==> config.mk <==
export PLATFORM = sky130hd
export DESIGN_NAME = pipe_skid_stage
export DESIGN_NICKNAME = d
export VERILOG_FILES = /design/src/rtl/pipe_skid_stage.sv
export SDC_FILE = /design/constraint.sdc
export NUM_CORES = 1
export LEC_CHECK = 0
export BUFFER_PORTS_ARGS = -buffer_cell sky130_fd_sc_hd__buf_2
export CAP_MARGIN = 20
export CORE_UTILIZATION = 30
export DETAILED_ROUTE_END_ITERATION = 16
export GPL_TIMING_DRIVEN = 0
export SETUP_SLACK_MARGIN = 0.4
export SYNTH_ARGS = -nofsm -noshare
export SYNTH_HDL_FRONTEND = slang
export SYNTH_SLANG_ARGS = --single-unit
export TNS_END_PERCENT = 1
==> constraint.sdc <==
create_clock -name CLK -period 5.7 [get_ports CLK]
set_clock_uncertainty 0.15 [all_clocks]
set_input_delay 1.14 -clock CLK [delete_from_list [all_inputs] [get_ports CLK]]
set_output_delay 1.14 -clock CLK [all_outputs]
set_load 0.03 [all_outputs]
==> src/rtl/pipe_skid_stage.sv <==
// pipe_skid_stage: one-deep pipeline register with a single skid slot.
// The main register drives the output. The skid slot catches the one word
// that can arrive while the downstream stage stalls. in_ready is registered,
// so out_ready never reaches in_ready through combinational logic. A
// saturating counter records the cycles in which the downstream stage stalls.
module pipe_skid_stage #(
  parameter int DATA_W = 32,
  parameter int CNT_W  = 16
) (
  input  logic              CLK,
  input  logic              RST,
  input  logic              in_valid,
  input  logic [DATA_W-1:0] in_data,
  output logic              in_ready,
  output logic              out_valid,
  output logic [DATA_W-1:0] out_data,
  input  logic              out_ready,
  input  logic              flush,
  input  logic              clr_stats,
  output logic [1:0]        occupancy,
  output logic [CNT_W-1:0]  stall_count
);

  typedef enum logic [1:0] {
    ST_EMPTY = 2'd0,
    ST_ONE   = 2'd1,
    ST_TWO   = 2'd2
  } state_t;

  state_t              r_state;
  state_t              w_state_nxt;
  logic [DATA_W-1:0]   r_main;
  logic [DATA_W-1:0]   r_skid;
  logic                r_in_ready;
  logic [CNT_W-1:0]    r_stall;

  logic                w_in_xfer;
  logic                w_out_xfer;
  logic                w_ld_main_in;
  logic                w_ld_main_skid;
  logic                w_ld_skid;
  logic                w_stall_cycle;
  logic                w_stall_sat;

  assign out_valid   = (r_state != ST_EMPTY);
  assign out_data    = r_main;
  assign in_ready    = r_in_ready;
  assign occupancy   = r_state;
  assign stall_count = r_stall;

  assign w_in_xfer     = in_valid & r_in_ready;
  assign w_out_xfer    = out_valid & out_ready;
  assign w_stall_cycle = out_valid & ~out_ready;
  assign w_stall_sat   = (r_stall == {CNT_W{1'b1}});

  // Next-state and register-load selection; flush overrides every transition.
  always_comb begin
    // NOTE: every output of this block gets a default first, so no path can infer a latch.
    w_state_nxt    = r_state;
    w_ld_main_in   = 1'b0;
    w_ld_main_skid = 1'b0;
    w_ld_skid      = 1'b0;
    if (flush) begin
      w_state_nxt = ST_EMPTY;
    end else begin
      case (r_state)
        ST_EMPTY: begin
          if (w_in_xfer) begin
            w_ld_main_in = 1'b1;
            w_state_nxt  = ST_ONE;
          end
        end
        ST_ONE: begin
          if (w_in_xfer && w_out_xfer) begin
            w_ld_main_in = 1'b1;
          end else if (w_in_xfer) begin
            w_ld_skid   = 1'b1;
            w_state_nxt = ST_TWO;
          end else if (w_out_xfer) begin
            w_state_nxt = ST_EMPTY;
          end
        end
        ST_TWO: begin
          // in_ready is 0 here, so the only possible event is the downstream draining main.
          if (w_out_xfer) begin
            w_ld_main_skid = 1'b1;
            w_state_nxt    = ST_ONE;
          end
        end
        default: w_state_nxt = ST_EMPTY;
      endcase
    end
  end

  // State and registered in_ready; in_ready tracks "next state is not TWO".
  always_ff @(posedge CLK or posedge RST) begin
    if (RST) begin
      r_state    <= ST_EMPTY;
      r_in_ready <= 1'b0;
    end else begin
      // NOTE: sequential state uses non-blocking assignments so all flops update together.
      r_state    <= w_state_nxt;
      r_in_ready <= (w_state_nxt != ST_TWO);
    end
  end

  // Payload registers; they change only when a word moves, so out_data holds during a stall.
  always_ff @(posedge CLK or posedge RST) begin
    if (RST) begin
      // NOTE: the payload registers are cleared on reset so out_data reads 0 until a word arrives.
      r_main <= '0;
      r_skid <= '0;
    end else begin
      if (w_ld_main_in) begin
        r_main <= in_data;
      end else if (w_ld_main_skid) begin
        r_main <= r_skid;
      end
      if (w_ld_skid) begin
        r_skid <= in_data;
      end
    end
  end

  // Stall counter: saturating increment, clr_stats has priority, flush leaves it alone.
  always_ff @(posedge CLK or posedge RST) begin
    if (RST) begin
      r_stall <= '0;
    end else if (clr_stats) begin
      r_stall <= '0;
    end else if (w_stall_cycle && !w_stall_sat) begin
      r_stall <= r_stall + 1'b1;
    end
  end

endmodule
Word level (Yosys, flattened, before mapping)
Index checks and enable logic that the tools add are counted.
{ "totals": {"out_inout_bits": 52, "word_cells": 42, "regBits": 83, "in_bits": 38} }
{ "classes": {"n_mux": 21, "reduce_logical": 7, "n_bitwise": 4, "add_sub_neg": 1, "n_eq_ne": 4} }
{ "ops": {"columns": ["operator", "n"], "rows": [
  ["32-bit 2-to-1 mux", 2],
  ["16-bit 2-to-1 mux", 2],
  ["16-bit by 1-bit adder with 16-bit output (second input constant)", 1],
  ["16-bit equality test (second input constant)", 1],
  ["2-bit 2-to-1 mux", 6],
  ["1-bit 2-to-1 mux", 9],
  ["2-bit one-hot mux with 3 select lines", 1],
  ["2-bit nonzero test", 3],
  ["1-bit bitwise AND", 3],
  ["2-bit by 1-bit equality test with 1-bit output (second input constant)", 1],
  ["2-bit equality test (second input constant)", 1],
  ["1-bit logical AND", 2],
  ["2-bit zero test", 1],
  ["2-bit != test (second input constant)", 1],
  ["1-bit one-hot mux with 2 select lines", 1],
  ["1-bit zero test", 1],
  ["1-bit NOT", 1]
]} }

Logic depth before layout (Yosys ltp)
Gate-level depths: netlist of the first run.
{ "logic_depth": {"word_depth": 8, "mapped_depth": 6, "ltp_nobuf": 5} }

Worst setup path before layout of the first run
Ideal clock, no wire load.
{ "synth_path": {"path_type": "input port to flip-flop", "startpoint": "input out_ready", "endpoint": "register r_stall[6], in the netlist stall_count[6]", "required_time_ns": 5.472, "setup_ns": 0.078, "cell_stages": 4, "path_buffers": 0, "setup_slack_ns": 3.137, "t_arrival_ns": 2.335, "cell_sequence": "o21bai_2 > or3_4 > or4_1 > a21oi_1"} }
{ "synth_via": {"elab_chain_cells": 4} }
{ "synth_rtl": {"columns": ["element", "line", "rtl"], "rows": [
  ["start, declared", "17", "input logic out_ready,"],
  ["1-bit NOT", "53", "assign w_stall_cycle = out_valid & ~out_ready;"],
  ["1-bit bitwise AND", "53", null],
  ["1-bit logical AND", "131", "end else if (w_stall_cycle && !w_stall_sat) begin"],
  ["2-bit nonzero test (no source line)", null, null],
  ["end signal, assigned", "132", "r_stall <= r_stall + 1'b1;"],
  ["end, declared", "35", "logic [CNT_W-1:0] r_stall;"]
]} }
No other way between the ends.
A chain may end at the register's enable or synchronous reset.

Final worst setup path of the first run
{ "layout_path": {"startpoint": "input out_ready", "endpoint": "register r_main[16], in the netlist out_data[16]"} }
{ "layout_via": {"elab_chain_cells": 6, "elab_cells_between_ends": 10, "classes_between": "mux (7); bitwise (1); reduce/logical (2)"} }
{ "layout_rtl": {"columns": ["element", "line", "rtl"], "rows": [
  ["1-bit bitwise AND *", "52", "assign w_out_xfer = out_valid & out_ready;"],
  ["1-bit logical AND", "74", "if (w_in_xfer && w_out_xfer) begin"],
  ["1-bit 2-to-1 mux", "74", null],
  ["1-bit one-hot mux with 2 select lines", "66", "case (r_state)"],
  ["1-bit 2-to-1 mux", "63", "if (flush) begin"],
  ["32-bit 2-to-1 mux or 2-bit nonzero test (tied branches)", null, null],
  ["end signal, assigned", "115", "r_main <= in_data;"],
  ["end signal, assigned", "117", "r_main <= r_skid;"],
  ["end, declared", "32", "logic [DATA_W-1:0] r_main;"]
]} }
Mark *: on every way between the ends. The rest lies on a longest branch, timed or not.

==> results of run 1 <==
==> metrics by stage <==
stage / instances / total power [mW] / util, %
after floorplan: 329 / 0.993 / -
after global placement: 586 / 1.08 / 36.3
after detailed placement: 587 / 1.10 / 36.5
after CTS: 602 / 1.64 / 38.7
after global routing: 602 / 1.69 / 38.7
final: 602 / 1.61 / 38.7
==> logic make-up (layout without fill, tap and decap cells) <==
kind of cell / Yosys count / after routing / synth area share, %
AO/OA/AOI/OAI: 63 / 63 / 9.72
XOR/XNOR: 1 / 1 / 0.235
adder cells (fa/ha/maj): 1 / 1 / 0.336
buffers and inverters: 23 / 128 / 2.46
flip-flops: 83 / 83 / 55.8
multiplexers: 67 / 67 / 19.1
AND/OR/NAND/NOR: 91 / 91 / 12.3
==> registers in the layout, summed over array words and instances, names as in the netlist <==
name and count:
stall_count 16, occupancy 2, r_skid 32, in_ready 1
out_data 32
==> worst paths after layout <==
kind                           endpoint  cells after the start         start  slack (ps)
min                          r_skid[26]                      1    r_skid[26]         350
min reg2reg                  r_skid[26]                      1    r_skid[26]         350
min in group asynchronous    r_skid[23]                      2           RST         680
max                        out_data[16]                      7     out_ready        3070
max reg2reg                 out_data[8]                      6  occupancy[0]        3470
max in group asynchronous     r_skid[0]                      3           RST        4120
==> final cells by class <==
class                           instances  share of cell area (%)
Inverter                                8                   0.697
Sequential cell                        83                    44.5
Timing Repair Buffer                   90                    10.1
Clock inverter                          3                   0.322
Multi-Input combinational cell        223                    33.2
Clock buffer                           12                    5.28
Tap cell                              168                    4.50
Buffer                                 15                    1.31
==> critical path, cell delays in order <==
cell and delay (ps):
buf_2 130, nor2b_1 200, or4_1 140, clkbuf_1 370, clkbuf_1 520, nor2_1 80, a21oi_1 150
==> layout by cell type (no fill, tap or decap), types with 6 or more instances in the layout <==
cell type / count
buf_2: 93
dfrtp_1: 83
a21oi_1: 44
nor2_1: 42
mux2i_1: 34
mux2_2: 33
clkbuf_1: 12
nand2_1: 9
clkbuf_16: 9
nand3_1: 8
inv_1: 7
o21ai_0: 6
==> layer usage <==
metal | up-vias | share of wire, % | track usage (%)
li1 | 1379 | - | -
met3 | 4 | 5.5 | 5.20
met5 | - | 0 | 0
met2 | 86 | 47 | 23.5
met4 | 0 | 1.0 | 5.44
met1 | 1410 | 46 | 17.6
==> where the power goes <==
group | switching, mW | internal [mW]
logic | 0.192 | 0.133
registers | 0.0576 | 0.704
clock network | 0.220 | 0.302
total | 0.470 | 1.14
==> summary.md, run 1 <==
| Metric | Value |
|---|---|
| Starting density of the core | 30.8% |
| First-pass GRT wire length | 14200 µm |
| Main synth FF type | dfrtp_1 |
| RePlAce Congestion | 0.804 |
| Dpl cell area | 4410 µm² |
| Total GRT Usage | 14.5% |
| Clock Pin Slew Worst Setup and Hold Paths | 60 ps |
| Top area cells in the synthesized netlist | dfrtp_1 56%, mux2_2 10%, mux2i_1 9.1%, a21oi_1 5.9%, nor2_1 4.2% |
| Post-synth top area cell | dfrtp_1 |
| CTS resizes | 0 |
| Maximum fanout along the worst path | 10 |
| Final slew viol count | 0 |
| Count of cell types in the netlist | 35 |
| Syn Area/Cell | 11.3 µm² |
| Via Count | 2879 |
| Leakage Power | 2.06 nW |
| Post-layout minimum cycle time | 2630 ps |
| Clock latency on the worst-skew pair | 330 ps |
| Die area | 12800 µm² |
| PwrDens | 345 nW/µm² |
| Remaining global-route overflow | 0 |
| Fillcell total | 1202 |
| I/O pins | 90 |
| Nets | 469 |
| Fmax | 380 MHz |
| Share of layout cells above drive strength 1 | 34.3% |
| Clock Tree Root | clkbuf_16 |
| Wire per inst | 14.5 µm |
| CTS tree | yes |
| HP Class | reg -> reg |
| Critical path type | in -> reg |
| Die span in y | 113 µm |
| Dpl ws | 2660 ps |
| Peak VDD IR | 0.130 mV |
| Hold Slack | 355 ps |
| Top cell type's share of synthesized area | 55.8% |
| Core Footprint | 12100 µm² |
| Clock Sinks | 83 |
| Final instance area | 4670 µm² |
| Final Hold Fails | 0 |
| Routed Antenna Nets | 0 |
| Syn_nets | 368 |
| Most frequent cells after synthesis | 83 x dfrtp_1, 44 x a21oi_1, 42 x nor2_1 |
| Vias in the first global route | 2813 |
| Most common cell in the netlist | dfrtp_1 |
| Worst Setup End Kind | flip-flop |
| Post-synth EDFFs | 0 |
| CTS hold repair buffers | 0 |
| Dpl hpwl | 6140 µm |
| Yosys warns | 0 |
| Maximum clock path buffer count | 2 |
| Sequential area share after synthesis | 55.8% |
| Count of final setup violators | 0 |
| Vias per cell | 4.78 |
| H-tree Lvls | 3 |
| CTS buffer count | 9 |
| Area of the multi-input gates | 1550 µm² |
| Antenna cells | 0 |
| Mapped Cells | 329 |
| Initial antenna violation count | 0 |
| Relative max-transition margin | 51.7% |
| Iteration-0 DRC Markers | 91 |
| Ys async rst share | 100% |
| Register bit total from synthesis | 83 |
| MaxCap Viol Count | 0 |
| Register area | 2080 µm² |
| Worst EP arrival | 2740 ps |
| Rows | 40 |
| 1st-pass router iterations | 4 |
| Drc violations | 0 |
| Synthesized area | 3720 µm² |
| Largest net degree at the start of global routing | 47 |
| Status | completed |
| Least-Margin Pin Slew | 718 ps |
| Die X | 113 µm |
| Postcts setup bufs | 0 |
| Post-synthesis to final-layout area growth | 25.5% |
| Startpoint Class | input pin |
| PortBufs | 89 |
| Setup Total Neg Slack | 0 ps |
| RSZ-0062 raised after global routing | false |
| Setup ws final | 3070 ps |
| Tcrit/Tclk final | 46.2% |
| Req. time, crit path | 5800 ps |
| WL final | 8730 µm |
Note: power is estimated with default switching activity, not from simulation.
==> run 2: changes to the inputs <==
==> constraint.sdc (replaced) <==
create_clock -name CLK -period 2.7 [get_ports CLK]
set_clock_uncertainty 0.15 [all_clocks]
set_input_delay 0.54 -clock CLK [delete_from_list [all_inputs] [get_ports CLK]]
set_output_delay 0.54 -clock CLK [all_outputs]
set_load 0.03 [all_outputs]
==> summary.md, run 2 (same netlist as run 1, synthesis figures left out) <==
| Metric | Value |
|---|---|
| Antenna cells | 0 |
| Dpl hpwl | 6160 µm |
| Post-layout minimum cycle time | 2170 ps |
| Postcts setup bufs | 0 |
| Startpoint Class | flip-flop |
| Largest net degree at the start of global routing | 42 |
| Remaining global-route overflow | 0 |
| Final Hold Fails | 0 |
| Placed insts | 588 |
| Maximum clock path buffer count | 2 |
| Commonest non-fill, non-tap cell in the layout | buf_2 |
| 1st-pass router iterations | 4 |
| Maximum fanout along the worst path | 7 |
| Wire per inst | 14.4 µm |
| Status | completed |
| R2R Path End | stall_count[6] |
| Worst EP arrival | 2290 ps |
| Most frequent cells in the layout | 93 x buf_2, 83 x dfrtp_1, 44 x a21oi_1 |
| Die area | 12800 µm² |
| Vias in the first global route | 2905 |
| Initial antenna violation count | 0 |
| Post-synthesis to final-layout area growth | 27.5% |
| Final Util | 39.3% |
| Die span in y | 113 µm |
| Dpl cell area | 4420 µm² |
| Least-Margin Pin Slew | 706 ps |
| Hold Slack | 255 ps |
| Non-filler cells, final | 605 |
| RSZ-0062 raised after global routing | true |
| HP Class | in -> reg |
| Clock Sinks | 83 |
| Starting density of the core | 30.8% |
| Req. time, crit path | 2820 ps |
| H-tree Lvls | 3 |
| Iteration-0 DRC Markers | 160 |
| Setup slack, reg-to-reg | 530 ps |
| Critical path type | reg -> reg |
| Worst R2R Start | stall_count[1] |
| Power Total | 3.58 mW |
| Fmax | 460 MHz |
| CTS buffer count | 9 |
| MaxCap Viol Count | 0 |
| Hold path start | flush |
| Vias per cell | 4.81 |
| Die X | 113 µm |
| Register-to-Register Path Depth | 5 |
| First-pass GRT wire length | 14600 µm |
| PwrDens | 754 nW/µm² |
| Share of layout cells above drive strength 1 | 35.2% |
| RePlAce Congestion | 0.783 |
| Peak VDD IR | 0.372 mV |
| Relative max-transition margin | 52.5% |
| Rows | 40 |
| Setup Total Neg Slack | 0 ps |
| CTS tree | yes |
| Via Count | 2910 |
| Clock Tree Root | clkbuf_16 |
| Setup ws final | 528 ps |
| Total GRT Usage | 14.9% |
| PortBufs | 89 |
| Final instance area | 4740 µm² |
| I/O pins | 90 |
| Worst Setup End Kind | flip-flop |
| Dpl ws | 217 ps |
| Hold path cells | 2 |
| Nets | 471 |
| Core Footprint | 12100 µm² |
| Clock Pin Slew Worst Setup and Hold Paths | 60 ps |
| Clock latency on the worst-skew pair | 340 ps |
| Final slew viol count | 0 |
| Hold endpoint | occupancy[0] |
| Count of final setup violators | 0 |
| Tcrit/Tclk final | 80.5% |
| Drc violations | 0 |
| WL final | 8730 µm |
| Leakage Power | 2.09 nW |
| Routed Antenna Nets | 0 |
run 2: area by class of cell:
class	count	area, µm²
clock buffers	15	278
plain buffers	15	66.3
fillers	1197	7320
repair buffers	92	495
well taps	168	210
inverters	8	33.8
flip-flops and latches	83	2080
clock inverters	1	30.0
multi-input cells	223	1550
run 2: worst max-delay path, cell delays in order, from the launching register on:
cell	delay [ps]
dfrtp_1	440
ha_1	320
inv_1	120
or3_4	430
or4_1	480
a21oi_1	160
run 2: report_power, final:
| group | internal (mW) | switching (mW) | leakage (nW) | total (mW) |
|---|---|---|---|---|
| logic | 0.284 | 0.406 | 0.936 | 0.689 |
| registers | 1.49 | 0.123 | 1.01 | 1.61 |
| clock network | 0.794 | 0.484 | 0.150 | 1.28 |
| total | 2.56 | 1.01 | 2.09 | 3.58 |
run 2: how the worst max path moves through the flow:
stage,startpoint,to,slack (ps),depth (start not counted)
detailed placement,out_ready,out_data[4],220,7
floorplan,stall_count[1],stall_count[6],530,5
finish,stall_count[1],stall_count[6],530,5
CTS,occupancy[0],out_data[4],400,6
global placement,out_ready,out_data[0],310,7
global route,occupancy[0],out_data[16],390,6
run 2: repair_timing:
action                                  4_1_cts  5_1_grt
endpoints found under the setup margin        0       32
hold endpoints to repair                      9        0
gates resized for setup                       0        8
hold buffers                                  1        0
run 2: metal layers:
| layer | up-vias | routed length (µm) | track usage (%) |
|---|---|---|---|
| met5 | - | 0 | 0 |
| met4 | 0 | 225 | 8.95 |
| met3 | 13 | 442 | 3.70 |
| met2 | 78 | 4120 | 22.8 |
| met1 | 1437 | 3940 | 19.1 |
| li1 | 1382 | - | - |
